==> config.mk <==
export PLATFORM = sky130hd
export DESIGN_NAME = sample_packer
export DESIGN_NICKNAME = d
export VERILOG_FILES = /design/src/rtl/sampler_pkg.sv /design/src/rtl/sync_fifo.sv /design/src/rtl/sample_packer.sv
export SDC_FILE = /design/constraint.sdc
export NUM_CORES = 1
export LEC_CHECK = 0
export ABC_CLOCK_PERIOD_IN_PS = 3800
export CAP_MARGIN = 20
export CORE_MARGIN = 8
export CORE_UTILIZATION = 59
export DETAILED_ROUTE_END_ITERATION = 10
export PLACE_DENSITY = 0.83
export SYNTH_ARGS = -nofsm -noshare
export SYNTH_HDL_FRONTEND = slang
export SYNTH_SLANG_ARGS = --single-unit
==> constraint.sdc <==
create_clock -name clk -period 3.8 [get_ports clk]
set_input_delay 0.76 -clock clk [delete_from_list [all_inputs] [get_ports clk]]
set_output_delay 0.76 -clock clk [all_outputs]
set_load 0.01 [all_outputs]
==> src/rtl/sampler_pkg.sv <==
// Shared defaults and FSM state encoding for the sample packer.
package sampler_pkg;

  localparam int unsigned WORD_W_DEF     = 8;
  localparam int unsigned FIFO_DEPTH_DEF = 4;

  typedef enum logic {
    IDLE = 1'b0,
    RUN  = 1'b1
  } state_e;

endpackage

==> src/rtl/sync_fifo.sv <==
// Single-clock FIFO with a registered output stage and a valid/ready read port.
module sync_fifo #(
  parameter int unsigned W     = 9,
  parameter int unsigned DEPTH = 4
) (
  input  logic                     clk,
  input  logic                     rst_n,
  input  logic                     push,
  input  logic [W-1:0]             push_data,
  output logic                     drop_c,
  output logic [W-1:0]             rd_data,
  output logic                     rd_valid,
  input  logic                     rd_ready,
  output logic [$clog2(DEPTH):0]   level
);

  localparam int unsigned PTR_W = $clog2(DEPTH);
  localparam int unsigned CNT_W = PTR_W + 1;

  logic [W-1:0]     mem_q [DEPTH];
  logic [W-1:0]     mem_d [DEPTH];
  logic [CNT_W-1:0] wr_cnt_q, wr_cnt_d;
  logic [CNT_W-1:0] rd_cnt_q, rd_cnt_d;
  logic [CNT_W-1:0] level_q, level_d;
  logic [W-1:0]     rd_data_q, rd_data_d;
  logic             rd_valid_q, rd_valid_d;
  logic             full_c, pop_c, wr_en_c;

  // Output register mirrors the head slot; it counts as buffered until popped.
  always_comb begin
    mem_d      = mem_q;
    rd_data_d  = rd_data_q;
    rd_valid_d = rd_valid_q;
    full_c     = (wr_cnt_q - rd_cnt_q) == CNT_W'(DEPTH);
    pop_c      = rd_valid_q & rd_ready;
    wr_en_c    = push & (~full_c | pop_c);
    drop_c     = push & full_c & ~pop_c;
    wr_cnt_d   = wr_cnt_q + CNT_W'(wr_en_c);
    rd_cnt_d   = rd_cnt_q + CNT_W'(pop_c);
    if (wr_en_c) begin
      mem_d[wr_cnt_q[PTR_W-1:0]] = push_data;
    end
    if (~rd_valid_q | pop_c) begin
      rd_valid_d = (wr_cnt_q != rd_cnt_d);
      rd_data_d  = mem_q[rd_cnt_d[PTR_W-1:0]];
    end
    level_d = wr_cnt_d - rd_cnt_d;
  end

  always_ff @(posedge clk or negedge rst_n) begin
    if (!rst_n) begin
      for (int i = 0; i < int'(DEPTH); i++) begin
        mem_q[i] <= '0;
      end
      wr_cnt_q   <= '0;
      rd_cnt_q   <= '0;
      level_q    <= '0;
      rd_data_q  <= '0;
      rd_valid_q <= 1'b0;
    end else begin
      mem_q      <= mem_d;
      wr_cnt_q   <= wr_cnt_d;
      rd_cnt_q   <= rd_cnt_d;
      level_q    <= level_d;
      rd_data_q  <= rd_data_d;
      rd_valid_q <= rd_valid_d;
    end
  end

  assign rd_data  = rd_data_q;
  assign rd_valid = rd_valid_q;
  assign level    = level_q;

endmodule

==> src/rtl/sample_packer.sv <==
// Samples din on rising edges of the divided clock (treated as data) while flag
// is high, packs bits MSB-first into words and queues them for a downstream reader.
module sample_packer
  import sampler_pkg::*;
#(
  parameter int unsigned WORD_W     = WORD_W_DEF,
  parameter int unsigned FIFO_DEPTH = FIFO_DEPTH_DEF
) (
  input  logic                          clk,
  input  logic                          rst_n,
  input  logic                          flag,
  input  logic                          clk_local,
  input  logic                          din,
  output logic [WORD_W-1:0]             dout,
  output logic                          dout_valid,
  input  logic                          dout_ready,
  output logic                          dout_last,
  output logic                          overflow,
  output logic [$clog2(FIFO_DEPTH):0]   fifo_level
);

  localparam int unsigned CNT_W = $clog2(WORD_W + 1);

  state_e            state_q, state_d;
  logic              cl_q, cl_d;
  logic [WORD_W-1:0] shreg_q, shreg_d;
  logic [CNT_W-1:0]  cnt_q, cnt_d;
  logic              overflow_q, overflow_d;
  logic              tick_c, push_c, push_last_c, drop_c;
  logic [WORD_W-1:0] push_word_c;

  // Tick detect, window FSM and bit packing.
  always_comb begin
    state_d     = state_q;
    shreg_d     = shreg_q;
    cnt_d       = cnt_q;
    overflow_d  = overflow_q | drop_c;
    push_c      = 1'b0;
    push_last_c = 1'b0;
    push_word_c = shreg_q;
    cl_d        = clk_local;
    tick_c      = clk_local & ~cl_q & flag;

    case (state_q)
      IDLE: begin
        if (flag) begin
          state_d    = RUN;
          cnt_d      = '0;
          shreg_d    = '0;
          overflow_d = 1'b0;
        end
      end
      RUN: begin
        if (!flag) begin
          // Window closed: flush any partial word left-aligned, zero-padded.
          state_d = IDLE;
          cnt_d   = '0;
          if (cnt_q != '0) begin
            push_c      = 1'b1;
            push_last_c = 1'b1;
            push_word_c = shreg_q << (CNT_W'(WORD_W) - cnt_q);
          end
        end else begin
          if (cnt_q == CNT_W'(WORD_W)) begin
            push_c = 1'b1;
            cnt_d  = '0;
          end
          if (tick_c) begin
            shreg_d = {shreg_q[WORD_W-2:0], din};
            cnt_d   = cnt_d + CNT_W'(1);
          end
        end
      end
      default: state_d = IDLE;
    endcase
  end

  always_ff @(posedge clk or negedge rst_n) begin
    if (!rst_n) begin
      state_q    <= IDLE;
      cl_q       <= 1'b0;
      shreg_q    <= '0;
      cnt_q      <= '0;
      overflow_q <= 1'b0;
    end else begin
      state_q    <= state_d;
      cl_q       <= cl_d;
      shreg_q    <= shreg_d;
      cnt_q      <= cnt_d;
      overflow_q <= overflow_d;
    end
  end

  sync_fifo #(
    .W     (WORD_W + 1),
    .DEPTH (FIFO_DEPTH)
  ) u_fifo (
    .clk       (clk),
    .rst_n     (rst_n),
    .push      (push_c),
    .push_data ({push_last_c, push_word_c}),
    .drop_c    (drop_c),
    .rd_data   ({dout_last, dout}),
    .rd_valid  (dout_valid),
    .rd_ready  (dout_ready),
    .level     (fifo_level)
  );

  assign overflow = overflow_q;

endmodule

# Word-level counts from Yosys, hierarchy flattened
# Index checks and enable logic that the tools add are counted.
[totals]
elab_cells = 78
ff_bits = 70
inputBits = 6
output_inout_bits = 14
[classes]
addsub = 6
n_eq_ne = 6
reduce_logical = 3
order_cmp = 3
muxes = 29
bitwise_logic = 16
n_shift = 1
[op_table]
columns = ["operator", "count"]
rows = [
  ["$mux W8", 6],
  ["$bwmux W36", 1],
  ["$mux W9", 3],
  ["$mux W4", 6],
  ["$bmux W9 S2", 1],
  ["$demux W9 S2", 1],
  ["$pmux W8 S2", 1],
  ["$mux W1", 9],
  ["$pmux W4 S2", 1],
  ["$shl A8 B4 Y8", 1],
  ["$add A3 B1 Y3", 2],
  ["$and A1 B1 Y1", 6],
  ["$ge A3 B3 Y1 const B", 2],
  ["$not A2 Y3", 2],
  ["$sub A3 B3 Y3", 2],
  ["$not A1 Y1", 5],
  ["$add A4 B1 Y4 const B", 1],
  ["$eq A4 B4 Y1 const B", 1],
  ["$ne A2 B2 Y1 const B", 2],
  ["$reduce_bool A4 Y1", 1],
  ["$sub A4 B4 Y4 const A", 1],
  ["$eq A3 B3 Y1 const B", 1],
  ["$lt A3 B1 Y1 const B", 1],
  ["$ne A3 B3 Y1", 1],
  ["other kinds (4)", 6],
]

# Longest topological paths before layout
[logic_depth]
word_depth = 9
mapped_depth = 12
ltp_nobuf = 10

# Cells and area by module
# From an unflattened synthesis, not the netlist that was laid out.
[unflattened]
cells_unflattened = 297
hier_area_um2 = 3577.2
[modules_own_cells]
columns = ["module", "seq_area_each_um2", "area_per_inst_um2", "cells_each", "instances"]
rows = [
  ["sync_fifo", 1376.3, 2491.1, 176, 1],
  ["sample_packer", 375.4, 1086.0, 121, 1],
]

# Least setup slack after synthesis
# OpenSTA, ideal clock, no wires.
[synth_timing]
kind = "flip-flop to flip-flop"
from = "reg cnt_q[0]"
to = "reg u_fifo.level_q[2] (netlist: u_fifo.level[2])"
period_less_slack_ns = 2.788
path_slack_ns = 1.012
n_path_buf = 2
arrival_ns = 2.666
required_time_ns = 3.677
setup_time_ns = 0.123
path_stages_with_launch = 13
path_cell_list = "dfrtp_1 buf_2 buf_2 inv_1 ha_1 nor2b_4 or2_4 a221oi_4 ha_1 inv_1 ha_1 fa_1 xnor2_1"
[synth_between]
elab_chain_cells = 7
word_cells_on_any_way = 9
classes_between = "add/sub (2); eq/ne (1); mux (4); bitwise (1); reduce/logical (1)"
[synth_rtl]
columns = ["element", "line", "source"]
rows = [
  ["from (decl)", "sample_packer.sv:27", "logic [CNT_W-1:0] cnt_q, cnt_d;"],
  ["from (signal assigned)", "sample_packer.sv:89", "cnt_q <= cnt_d;"],
  ["$eq A4 B4 Y1 / $reduce_bool A4 Y1 (equally long branches)", "sample_packer.sv:64, sample_packer.sv:58", ""],
  ["$mux W1 (on tied branches)", "sample_packer.sv:64, sample_packer.sv:58", ""],
  ["$mux W1 (*)", "sample_packer.sv:54", "if (!flag) begin"],
  ["$mux W1 (*)", "sample_packer.sv:44", "case (state_q)"],
  ["$and A1 B1 Y1 (*)", "sync_fifo.sv:36", "wr_en_c = push & (~full_c | pop_c);"],
  ["$add A3 B1 Y3 (*)", "sync_fifo.sv:38", "wr_cnt_d = wr_cnt_q + CNT_W'(wr_en_c);"],
  ["named net u_fifo.wr_cnt_d[0]", "sync_fifo.sv:22", "logic [CNT_W-1:0] wr_cnt_q, wr_cnt_d;"],
  ["$sub A3 B3 Y3 (*)", "sync_fifo.sv:47", "level_d = wr_cnt_d - rd_cnt_d;"],
  ["named net u_fifo.level_d[2]", "sync_fifo.sv:24", "logic [CNT_W-1:0] level_q, level_d;"],
  ["to (signal assigned)", "sync_fifo.sv:64", "level_q <= level_d;"],
  ["to (decl)", "sync_fifo.sv:24", ""],
]
# The timed path passes the listed nets; every way through them passes the cells marked *.
# A chain may end at the register's enable or synchronous reset.

# Worst setup path after layout
# Ends and elaborated chain as after synthesis.

==> results.ini <==
[clock_tree]
cts_tree=built
htree_levels=3
root_buffer=clkbuf_8
cts_made_buffers=9
clk_pin_slew_worst_paths_ps=80
cts_sinks=70
cts_resized=0
postCtsHoldBufs=0
insertion_delay_ps=340
post-cts-setup-buffers=0
ctsLongestPathBuffers=2

[sta]
tightest_slew_ps=682
min_period_ps=3090
fin_tns_setup_ps=0
skew_ps=12.0
setup_viol=0
slew_viol_final=0
fin_hold_ws_ps=393
hold_violations=0
slew_headroom_pct=54.5
rsz0062_at_grt=false
finalCritPeriodShare_pct=81.4
max_clock_freq_ghz=0.323

[worst_setup_path]
critPathTopFamily=adder cells
end_kind=register
worstSetupPathType=register to register
cp_num_buf_inv=2
crit_slowest_cell=dfrtp_1
path_max_fanout=19
crit_chain=inv_1, ha_1, nor2b_4, or2_4, a221oi_4, ha_1, inv_1, ha_1, fa_1, xnor2_1
cpMostUsedCell=ha_1
critPathRequiredTime_ps=4020
r2r_setup_slack_ps=710
cp-start-kind=register
cpPeakStageDelay_ps=790
arrival_ps=3320

[synth]
synth.top_cell.area_share_pct=49.3
syn-cell-area_um2=3550
synth_edf_count=0
synth_cell_types=50
yosysSeqAreaShare_pct=49.3
synthArstFlopShare_pct=100
ys_seq_elements=70
synth_top_cell_by_area=dfrtp_1
yosysWarnings=0
yosysMostFrequentCell=dfrtp_1
postSynthAreaPerCell_um2=13.3
synth_area_leaders=dfrtp_1, mux2_2, mux4_2, mux2_4, ha_1
synthFlopType=dfrtp_1
syn_inst=267
synth_nets=283
ys_top_cells_by_count=dfrtp_1, mux2_2, nand2_1

[floorplan]
die_y_um=93.6
core_um2=5890
ios=20
num_rows=28
start_util_pct=60.4
die_w_um=93.6
die-area_um2=8760

[finish]
drive_above_1_share_pct=30.2
area_growth_pct=11.8
fin_util_pct=67.5
seq_area_um2=1750
nets=303
multiInputGateArea_um2=1670
antenna_cells=0
fillCellCount=436
fin_area_um2=3970
stdcell_count=366

[placement]
hpwl_mm=4.72
placed_cells=351
placed_area_um2=3770
io_buffers=19
place.gp.congestion=0.852

[routing]
drc=0
wl_per_cell_um=18.4
wl_mm=6.73
antenna_left=0
drt_iter0_markers=154
drtPass1Iterations=4
via_count=2177
post_drt_via_cell_ratio=5.95

[power]
ir_drop_mv=0.552
leakage_nw=1.83
pwr_density_cell_nw_per_um2=566

[global_routing]
globalRouteMet3Util_pct=5.69
track_usage_pct=16.8
grt_pass1_wl_mm=11.4
antenna_found_initial=0
grt_overflow_total=0
grt_pass1_vias=2297
use_met1_pct=21.5
grt_max_degree=48
grt_util_met2_pct=26.0
busiest_layer=met2

[outcome]
status=finished, final reports clean

[hold_path]
hold_path_class=input pin to asynchronous set/reset pin

[job]
max-cap-violations=0

-- state kept, by name (all words and copies together), names as in the netlist --
name             count
state_q              1
u_fifo.wr_cnt_q      3
u_fifo.rd_data       9
cnt_q                4
u_fifo.rd_cnt_q      3
u_fifo.level         3
u_fifo.mem_q        36
u_fifo.rd_valid      1
cl_q                 1
overflow             1
shreg_q              8
-- area by class of cell --
cell class	count	share of cell area, %
clock buffer	10	3.46
clock inverter	5	1.51
inverter	14	1.32
multi-input combinational	170	42.0
sequential	70	44.1
tap	75	2.36
timing repair buffer	22	5.23
-- per-layer routing --
| layer | vias up | routed length [um] |
|---|---|---|
| li1 | 1010 | - |
| met4 | 0 | 96 |
| met1 | 1105 | 2960 |
| met3 | 11 | 360 |
| met5 | - | 0 |
| met2 | 51 | 3320 |
-- worst paths after layout --
check	depth (start not counted)	to	from
worst max-delay path	10	u_fifo.level[2]$_DFF_PN0_	cnt_q[0]$_DFFE_PN0P_
worst min-delay path	1	shreg_q[1]$_DFFE_PN0P_	rst_n
worst max register to register	10	u_fifo.level[2]$_DFF_PN0_	cnt_q[0]$_DFFE_PN0P_
worst min register to register	1	u_fifo.mem_q[6]$_DFFE_PN0P_	u_fifo.mem_q[6]$_DFFE_PN0P_
max in group asynchronous	2	u_fifo.mem_q[11]$_DFFE_PN0P_	rst_n
min in group clk	1	u_fifo.mem_q[6]$_DFFE_PN0P_	u_fifo.mem_q[6]$_DFFE_PN0P_
-- cell families after synthesis --
| kind of cell | synth area share [%] |
|---|---|
| muxes | 24.8 |
| AOI/OAI and AO/OA | 7.64 |
| and+or+nand+nor | 7.85 |
| xor gates and xnor gates | 2.96 |
| adders and majority gates | 3.73 |
| buffers and inverters | 3.73 |
| DFF | 49.3 |
-- stage by stage --
| step | setup slack (ps) | total power [mW] |
|---|---|---|
| global placement | 650 | 1.65 |
| floorplan | 1010 | 1.44 |
| CTS | 711 | 2.28 |
| global route | 494 | 2.36 |
| finish | 706 | 2.25 |
| detailed placement | 537 | 1.67 |
-- power by group --
part | switching (mW) | internal [mW]
logic | 0.347 | 0.373
registers | 0.0810 | 0.850
clock network | 0.279 | 0.318
-- layout by cell type (no fill, tap or decap), types with 2 or more instances in the layout --
master	instances
nand2b_1	3
nor2b_1	2
mux4_2	12
nand3_1	2
mux2_4	9
xnor2_1	8
o22ai_1	4
mux2_2	36
inv_1	14
a211oi_1	2
clkdlybuf4s50_1	18
dfrtp_1	70
clkbuf_8	10
a22o_1	8
clkinv_4	2
mux2i_1	7
o21ai_0	8
xor2_1	4
nor2_1	3
ha_1	9
and3_2	2
a21oi_1	6
nor4_1	2
nand2_1	19
buf_4	3
-- worst reg2reg max path: cells and delay by family, from the launching register on --
kind / cells / cell delay [ps]
AOI/OAI and AO/OA: 1 / 390
xor gates and xnor gates: 1 / 140
adders and majority gates: 4 / 1090
buffers and inverters: 2 / 160
DFF: 1 / 790
and+or+nand+nor: 2 / 420
Power figures use the tool's default switching activity.
